[config.mk]
export PLATFORM = sky130hd
export DESIGN_NAME = adder_arbiter_flat
export DESIGN_NICKNAME = d
export VERILOG_FILES = /design/src/rtl/adder_arbiter_if.sv /design/src/rtl/adder_arbiter.sv /design/src/flat_wrapper.sv
export SDC_FILE = /design/constraint.sdc
export NUM_CORES = 1
export LEC_CHECK = 0
export CELL_PAD_IN_SITES_DETAIL_PLACEMENT = 1
export CELL_PAD_IN_SITES_GLOBAL_PLACEMENT = 1
export CORE_MARGIN = 3
export CORE_UTILIZATION = 37
export CTS_BUF_LIST = sky130_fd_sc_hd__clkbuf_2 sky130_fd_sc_hd__clkbuf_4 sky130_fd_sc_hd__clkbuf_8
export DETAILED_ROUTE_END_ITERATION = 7
export PLACE_DENSITY_LB_ADDON = 0.2
export SLEW_MARGIN = 20
export SYNTH_ARGS = -nofsm -noshare
export SYNTH_HDL_FRONTEND = slang
export SYNTH_SLANG_ARGS = --single-unit
[constraint.sdc]
create_clock -name clk -period 1.95 [get_ports clk]
set_input_delay 0.39 -clock clk [delete_from_list [all_inputs] [get_ports clk]]
set_output_delay 0.39 -clock clk [all_outputs]
set_load 0.01 [all_outputs]
[src/rtl/adder_arbiter_if.sv]
// adder_arbiter_if: handshake bundle between two operand requesters, one result
// consumer and the shared-adder arbiter.
//   req0_*/req1_* : valid/ready operand channels (x, y are 5-bit unsigned)
//   rsp_*         : valid/ready result channel (id, 5-bit sum, carry out)
// Modports: master = requesters/consumer side, slave = arbiter side.
interface adder_arbiter_if;
  logic       req0_valid;
  logic [4:0] req0_x;
  logic [4:0] req0_y;
  logic       req0_ready;
  logic       req1_valid;
  logic [4:0] req1_x;
  logic [4:0] req1_y;
  logic       req1_ready;
  logic       rsp_valid;
  logic       rsp_ready;
  logic       rsp_id;
  logic [4:0] rsp_s;
  logic       rsp_c5;

  modport master (
    output req0_valid, req0_x, req0_y,
    input  req0_ready,
    output req1_valid, req1_x, req1_y,
    input  req1_ready,
    input  rsp_valid, rsp_id, rsp_s, rsp_c5,
    output rsp_ready
  );

  modport slave (
    input  req0_valid, req0_x, req0_y,
    output req0_ready,
    input  req1_valid, req1_x, req1_y,
    output req1_ready,
    output rsp_valid, rsp_id, rsp_s, rsp_c5,
    input  rsp_ready
  );
endinterface

[src/rtl/adder_arbiter.sv]
// adder_arbiter: two requesters share one 5-bit adder (carry-in 0). A round-robin
// arbiter grants one requester in IDLE, the operands are summed in EXEC and the
// result is offered in RESP until the consumer takes it (one op per 3 cycles).
// Ports:
//   clk, rst_n : clock, asynchronous active-low reset
//   bus        : adder_arbiter_if.slave (request channels 0/1, response channel)
//   ovf_cnt    : count of delivered results with carry out, wraps at 2^CNT_W
//                (only when ADDER_ARB_OVF_CNT_EN is defined)
// Build option: define ADDER_ARB_OVF_CNT_EN to add the overflow counter.
module adder_arbiter #(
  parameter int unsigned CNT_W = 8
) (
  input logic             clk,
  input logic             rst_n,
  adder_arbiter_if.slave  bus
`ifdef ADDER_ARB_OVF_CNT_EN
  ,
  output logic [CNT_W-1:0] ovf_cnt
`endif
);

  if (CNT_W < 1) begin : g_cnt_w_check
    $error("CNT_W must be at least 1");
  end

  typedef enum logic [1:0] {StIdle, StExec, StResp} state_e;

  state_e     state_q, state_d;
  logic       last_grant_q, last_grant_d;
  logic [4:0] x_q, x_d;
  logic [4:0] y_q, y_d;
  logic       id_q, id_d;
  logic [4:0] s_q, s_d;
  logic       c5_q, c5_d;
  logic       rsp_id_q, rsp_id_d;

  logic grant;
  logic accept;
  logic rsp_fire;

  // Round-robin: a lone requester always wins; on contention the one that did
  // not win last time gets the adder.
  always_comb begin
    grant = bus.req1_valid;
    if (bus.req0_valid && bus.req1_valid) begin
      grant = ~last_grant_q;
    end
  end

  // rst_n gates the readies so nothing looks accepted while reset is held.
  assign accept         = rst_n && (state_q == StIdle) && (bus.req0_valid || bus.req1_valid);
  assign bus.req0_ready = accept && !grant;
  assign bus.req1_ready = accept && grant;
  assign rsp_fire       = (state_q == StResp) && bus.rsp_ready;

  always_comb begin
    state_d      = state_q;
    last_grant_d = last_grant_q;
    x_d          = x_q;
    y_d          = y_q;
    id_d         = id_q;
    s_d          = s_q;
    c5_d         = c5_q;
    rsp_id_d     = rsp_id_q;
    unique case (state_q)
      StIdle: begin
        if (accept) begin
          x_d          = grant ? bus.req1_x : bus.req0_x;
          y_d          = grant ? bus.req1_y : bus.req0_y;
          id_d         = grant;
          last_grant_d = grant;
          state_d      = StExec;
        end
      end
      StExec: begin
        {c5_d, s_d} = {1'b0, x_q} + {1'b0, y_q};
        rsp_id_d    = id_q;
        state_d     = StResp;
      end
      StResp: begin
        if (rsp_fire) begin
          state_d = StIdle;
        end
      end
      default: state_d = StIdle;
    endcase
  end

  always_ff @(posedge clk or negedge rst_n) begin
    if (!rst_n) begin
      state_q      <= StIdle;
      last_grant_q <= 1'b1;
      x_q          <= '0;
      y_q          <= '0;
      id_q         <= 1'b0;
      s_q          <= '0;
      c5_q         <= 1'b0;
      rsp_id_q     <= 1'b0;
    end else begin
      state_q      <= state_d;
      last_grant_q <= last_grant_d;
      x_q          <= x_d;
      y_q          <= y_d;
      id_q         <= id_d;
      s_q          <= s_d;
      c5_q         <= c5_d;
      rsp_id_q     <= rsp_id_d;
    end
  end

  assign bus.rsp_valid = (state_q == StResp);
  assign bus.rsp_id    = rsp_id_q;
  assign bus.rsp_s     = s_q;
  assign bus.rsp_c5    = c5_q;

`ifdef ADDER_ARB_OVF_CNT_EN
  logic [CNT_W-1:0] ovf_q;

  always_ff @(posedge clk or negedge rst_n) begin
    if (!rst_n) begin
      ovf_q <= '0;
    end else if (rsp_fire && c5_q) begin
      ovf_q <= ovf_q + CNT_W'(1);
    end
  end

  assign ovf_cnt = ovf_q;
`endif

endmodule

[src/flat_wrapper.sv]
// flat-port wrapper written by rule: the top's interface ports become plain ports
module adder_arbiter_flat 
#(
  parameter int unsigned CNT_W = 8
)
  (clk, rst_n, bus_req0_valid, bus_req0_x, bus_req0_y, bus_req0_ready, bus_req1_valid, bus_req1_x, bus_req1_y, bus_req1_ready, bus_rsp_valid, bus_rsp_id, bus_rsp_s, bus_rsp_c5, bus_rsp_ready);
  adder_arbiter_if bus_i ();
  input logic clk;
  input logic rst_n;
  input wire logic [$bits(bus_i.req0_valid)-1:0] bus_req0_valid;
  input wire logic [$bits(bus_i.req0_x)-1:0] bus_req0_x;
  input wire logic [$bits(bus_i.req0_y)-1:0] bus_req0_y;
  output wire logic [$bits(bus_i.req0_ready)-1:0] bus_req0_ready;
  input wire logic [$bits(bus_i.req1_valid)-1:0] bus_req1_valid;
  input wire logic [$bits(bus_i.req1_x)-1:0] bus_req1_x;
  input wire logic [$bits(bus_i.req1_y)-1:0] bus_req1_y;
  output wire logic [$bits(bus_i.req1_ready)-1:0] bus_req1_ready;
  output wire logic [$bits(bus_i.rsp_valid)-1:0] bus_rsp_valid;
  output wire logic [$bits(bus_i.rsp_id)-1:0] bus_rsp_id;
  output wire logic [$bits(bus_i.rsp_s)-1:0] bus_rsp_s;
  output wire logic [$bits(bus_i.rsp_c5)-1:0] bus_rsp_c5;
  input wire logic [$bits(bus_i.rsp_ready)-1:0] bus_rsp_ready;
  assign bus_i.req0_valid = bus_req0_valid;
  assign bus_i.req0_x = bus_req0_x;
  assign bus_i.req0_y = bus_req0_y;
  assign bus_req0_ready = bus_i.req0_ready;
  assign bus_i.req1_valid = bus_req1_valid;
  assign bus_i.req1_x = bus_req1_x;
  assign bus_i.req1_y = bus_req1_y;
  assign bus_req1_ready = bus_i.req1_ready;
  assign bus_rsp_valid = bus_i.rsp_valid;
  assign bus_rsp_id = bus_i.rsp_id;
  assign bus_rsp_s = bus_i.rsp_s;
  assign bus_rsp_c5 = bus_i.rsp_c5;
  assign bus_i.rsp_ready = bus_rsp_ready;
  adder_arbiter #(.CNT_W(CNT_W)) u_core (.clk(clk), .rst_n(rst_n), .bus(bus_i));
endmodule
## Word-level counts from Yosys, hierarchy flattened

Cells that the tools add are included.

| operators by class | value |
|---|---|
| equality and inequality tests | 4 |
| multiplexer cells | 6 |
| add/sub/neg operators | 1 |
| bitwise operators | 1 |
| reduce and logical (&&, ||, !) cells | 11 |

Operators by type and width:

| cell | count |
|---|---|
| 5-bit two-way mux | 2 |
| 5-bit by 5-bit adder with 6-bit output | 1 |
| 1-bit logical AND | 6 |
| 2-bit one-hot mux with 3 select lines | 1 |
| 2-bit two-way mux | 2 |
| 2-bit by 1-bit != test with 1-bit output, second input constant | 2 |
| 2-bit AND reduction | 2 |
| 2-bit by 1-bit equality test with 1-bit output, second input constant | 1 |
| 2-bit equality test, second input constant | 1 |
| 2-bit logical NOT | 1 |
| 1-bit logical NOT | 1 |
| 1-bit logical OR | 1 |
| 1-bit two-way mux | 1 |
| 1-bit NOT | 1 |

| storage, ports and cells | value |
|---|---|
| bits in registers | 21 |
| output and inout port bits | 10 |
| input port bits | 25 |
| logic and storage cells | 31 |

## Logic depth before layout (Yosys ltp)

| depth | value |
|---|---|
| word-level depth | 5 |
| gate-level depth with buffers | 5 |
| depth with buffers taken out | 5 |

## Worst setup path before layout

Ideal clock, no wire load.

| timing | value |
|---|---|
| path kind | reg-to-output |
| from | register u_core.state_q[1] |
| to | output bus_req0_ready |
| setup slack | 0.297 ns |
| arrival time | 1.263 ns |
| required time | 1.560 ns |
| stages on the path, launching flop included | 4 |
| buffers on the path | 1 |
| cells stage by stage | dfrtp_1 > nor4b_4 > buf_6 > nor2b_1 |

| between the ends | value |
|---|---|
| word-level cells in the longest chain between the ends | 4 |

Ends and longest elaborated chain:

| element | RTL line | RTL |
|---|---|---|
| start: declaration | adder_arbiter.sv:28 | `state_e state_q, state_d;` |
| start signal: assignment | adder_arbiter.sv:91 | `state_q <= StIdle;` |
| start signal: assignment | adder_arbiter.sv:100 | `state_q <= state_d;` |
| 2-bit logical NOT | adder_arbiter.sv:51 | `assign accept = rst_n && (state_q == StIdle) && (bus.req0_valid \|\| bus.req1_valid);` |
| 1-bit logical AND (2 in a row) | adder_arbiter.sv:51 |  |
| 1-bit logical AND | adder_arbiter.sv:52 | `assign bus.req0_ready = accept && !grant;` |
| end: declaration | flat_wrapper.sv:13 | `output wire logic [$bits(bus_i.req0_ready)-1:0] bus_req0_ready;` |

No other way between the ends.

## Worst setup path in the final report

Ends and elaborated chain as after synthesis.

==> impl_summary.md <==
Setup path
The highest-delay cell along the critical path is sky130_fd_sc_hd__dfrtp_1. The maximum fanout along the worst path is 2. In this run the worst setup path terminates at bus_req0_ready. The startpoint kind of the worst setup timing path is a register. The dominant delay contributor by cell family on the critical path is simple AND/OR/NAND/NOR gates. In this run the critical register-to-register path is launched from u_core.state_q[1].

Traced cell by cell, the critical path runs through nor4b_4, buf_4, nor2b_1, buf_2. The element type at the critical path end is an output port. The worst path required time is 1.56 ns. In this run the critical register-to-register path is captured at u_core.y_q[2].

The minimum setup slack among reg-to-reg paths is 0.34 ns. Counting both buffers and inverters, the worst setup path holds a total of 2. The data arrival time at the worst-slack endpoint is 1.49 ns. The number of stages on the worst setup path is 4.

The depth of the worst register-to-register path is 4. The kind of critical path is register to output port. The delay of the slowest critical-path stage is 0.44 ns.

The origin of the worst setup path is u_core.state_q[1].

Final layout
The share of cells above drive strength 1 is 28.9%. Compared with the post-synthesis result, the final layout area differs by 38.4%. The library cell used most frequently in the layout, excluding fill and tap cells, is sky130_fd_sc_hd__clkdlybuf4s50_1. 0 antenna diodes ended up in the layout.

At the end of the flow, the number of nets in the layout was 167. In the layout the commonest cells are sky130_fd_sc_hd__clkdlybuf4s50_1 (28), sky130_fd_sc_hd__mux2_2 (22), sky130_fd_sc_hd__dfrtp_1 (20). For this run, the number of standard cells in the final layout without fillers is 166. For this run, the share of the core covered by cells in the final layout is 55.2%.

Clock tree
CTS built an H-tree with a depth of 1. Hold repair after CTS inserted 0 buffers. The latest clock arrival within the worst-skew pair is 0.30 ns.

The clock-pin transition on the worst setup and hold timing paths is 0.12 ns. In this run the clock root is driven by a sky130_fd_sc_hd__clkbuf_4. The number of buffers added by the clock tree synthesis step is 3. The clock passes through at most 2 buffers.

TritonCTS built the clock tree. The number of clock sinks is 21.

Timing
The minimum clock period after layout is 1.88 ns. Setup repair after global routing could not meet its margin everywhere. At the pin with the least slew margin, the transition time is 0.527 ns. The setup clock skew after layout is 0.00359 ns. The final setup violation count is 0. The part of the cycle the worst path needs is 96.6%. The tightest hold path in the finished design has a slack of 0.0997 ns. The worst-case headroom to the max-slew limit is 64.8%. The count of endpoints failing hold in the final timing report was 0.

The maximum clock frequency is 0.531 GHz. The total count of max-transition violations in the final report is 0. Across all setup checks in the final design, the least slack found is 0.0659 ns.

Hold path
In this run the worst hold path is classified as input port to asynchronous set/reset pin.

Synth
Ranked by total cell area, the synthesized netlist is headed by sky130_fd_sc_hd__dfrtp_1 (44%), sky130_fd_sc_hd__mux2_2 (22%), sky130_fd_sc_hd__ha_1 (5.5%). When the netlist entered floorplanning its net count stood at 124. The area of the mapped netlist is 1130 um^2.

The sequential fraction of the synthesis area is 46.7%. The share of Yosys cell area claimed by the top area cell type is 44.3%. Yosys mapped the design onto 27 distinct sky130hd cell types. In the synthesized netlist, the number of instances is 93.

The synthesized design contains 21 register bits. The mean cell area of the mapped netlist is 12.1 um^2. Of all cell types, the one taking the most synthesized area is sky130_fd_sc_hd__dfrtp_1. The synthesis warning total is 0.

Floorplan
From left edge to right edge, the die measures 61.2 um. The area of the core is 2830 um^2. The initial core utilization is 39.9%. The I/O pin count is 35. The full die area is 3750 um^2. The floorplan has 19 rows. The chip height is 61.2 um.

Global routing
The global-route wire length before repair is 4590 um. The busiest layer in global routing is met2. The global router's overall resource usage is 16.7%. The met1 layer usage reported by global route is 20.6%. The initial antenna violation count is 0.

The total overflow reported by the global router is 0. The fraction of met3 tracks used by global routing is 4.19%. The fraction of met2 tracks used by global routing is 29.8%.

The largest net degree at the start of global routing is 22. The via count of the first global-routing pass is 980.

Place
The number of placed instances, taps included, is 161. Timing analysis after detailed placement gives a worst setup slack of -0.413 ns. Routability-driven placement finished with a final weighted congestion of 0.881. Detailed placement ended at an HPWL of 2140 um. During placement, the flow inserted port buffers numbering 34.

Flow run
Across the run, the number of max-cap violations was 0.

Pwr
The worst-case IR drop observed on VDD is 0.000748 V. The total power divided by cell area is 1300 nW/um^2. The design draws 2030 uW. The analysis attributes to cell leakage a power of 0.000696 uW.

Detailed routing
The number of remaining DRC errors is 0. Wires add up to 2680 um. The detailed-routing iteration count for the pre-antenna-repair pass is 2. The number of routed nets with antenna violations is 0. The mean number of vias per cell is 5.38. The overall via count from detail_route is 893. The initial DRC count is 4. Dividing the detail-routed wire length by the instance count gives 16.2 um.

Run status
The run finished with clean final reports.
==> cells in the mapped netlist <==
cell                        instances
sky130_fd_sc_hd__nand4_1            1
sky130_fd_sc_hd__o221ai_1           1
sky130_fd_sc_hd__nand2_1           11
sky130_fd_sc_hd__and2_1             1
sky130_fd_sc_hd__inv_1              3
sky130_fd_sc_hd__xnor2_1            1
sky130_fd_sc_hd__nor2_1             1
sky130_fd_sc_hd__dfrtp_1           20
sky130_fd_sc_hd__a2111o_1           1
sky130_fd_sc_hd__mux2_2            22
sky130_fd_sc_hd__buf_6              1
sky130_fd_sc_hd__nand3_1            3
sky130_fd_sc_hd__o21ai_0            2
sky130_fd_sc_hd__buf_2              1
sky130_fd_sc_hd__nor4b_4            1
sky130_fd_sc_hd__nand2b_1           2
sky130_fd_sc_hd__fa_1               1
sky130_fd_sc_hd__ha_1               5
sky130_fd_sc_hd__a21boi_2           1
sky130_fd_sc_hd__dfstp_2            1
sky130_fd_sc_hd__nor4bb_1           2
sky130_fd_sc_hd__or4_1              1
sky130_fd_sc_hd__a21oi_1            5
sky130_fd_sc_hd__a21o_1             1
sky130_fd_sc_hd__clkbuf_1           1
sky130_fd_sc_hd__o2111ai_1          1
sky130_fd_sc_hd__nor2b_1            2
==> kinds of logic (layout without fill, tap and decap cells) <==
logic type | after synthesis | after routing | synth area share [%]
flip-flops | 21 | 21 | 46.7
buffers and inverters | 6 | 48 | 2.77
XOR/XNOR | 1 | 1 | 0.776
adder cells (fa/ha/maj) | 6 | 6 | 7.32
AO/OA/AOI/OAI | 12 | 12 | 7.32
multiplexers | 22 | 22 | 22.0
AND/OR/NAND/NOR | 25 | 25 | 13.2
==> worst min-delay path by stage <==
stage,startpoint,to,slack (ns),cells after the start
after floorplan,rst_n,u_core.bus.rsp_c5,0.09,0
after global placement,u_core.id_q,u_core.bus.rsp_id,0.46,2
after detailed placement,u_core.id_q,u_core.bus.rsp_id,0.46,2
after CTS,rst_n,u_core.y_q[0],0.48,2
after global routing,rst_n,u_core.y_q[1],0.11,2
final,rst_n,u_core.x_q[1],0.1,2
==> stage by stage <==
| step | TNS (ns) | cell area (um^2) |
|---|---|---|
| 2_1_floorplan | 0 | 1130 |
| 3_3_place_gp | -1.43 | 1530 |
| 3_5_place_dp | -2.29 | 1530 |
| 4_1_cts | 0 | 1570 |
| 5_1_grt | -0.0394 | 1560 |
| 6_report | 0 | 1560 |
==> metal layers <==
metal  wire length, um  vias up  share of wire (%)
met5                 0        -                  0
met4                23        0               0.86
met3               115        4                4.3
met2              1430       23                 53
met1              1110      447                 41
li1                  -      419                  -
==> report_power, final <==
group | switching, uW | leakage [uW] | internal (uW) | total, uW
Combinational | 475 | 0.000425 | 554 | 1030
Clock | 134 | 0.0000184 | 93.7 | 227
Sequential | 131 | 0.000253 | 643 | 773
Total | 739 | 0.000696 | 1290 | 2030
==> worst reg2reg max path, stage by stage (launching register included) <==
cell                      delay (ns)
sky130_fd_sc_hd__dfrtp_1        0.44
sky130_fd_sc_hd__nor4b_4        0.34
sky130_fd_sc_hd__buf_4          0.17
sky130_fd_sc_hd__buf_4          0.21
sky130_fd_sc_hd__mux2_2         0.36
==> what timing repair did <==
item                                    in CTS  in global routing
endpoints found under the hold margin        0                  0
endpoints found under the setup margin       3                  2
resized for setup                           11                  2
setup buffers                                2                  0
pin swaps                                    2                  2
gates cloned                                 0                  0
==> registers in the layout, indices dropped and copies added, names as in the netlist <==
signal               count
u_core.bus.rsp_c5        1
u_core.bus.rsp_s         5
u_core.id_q              1
u_core.x_q               5
u_core.y_q               5
u_core.last_grant_q      1
u_core.state_q           2
u_core.bus.rsp_id        1
==> area by class of cell <==
type | count | area, um^2
fillers | 304 | 1270
multi-input cells | 66 | 573
flip-flops and latches | 21 | 527
repair buffers | 41 | 382
well taps | 31 | 38.8
clock buffers | 4 | 30.0
inverters | 3 | 11.3
Power figures use the tool's default switching activity.
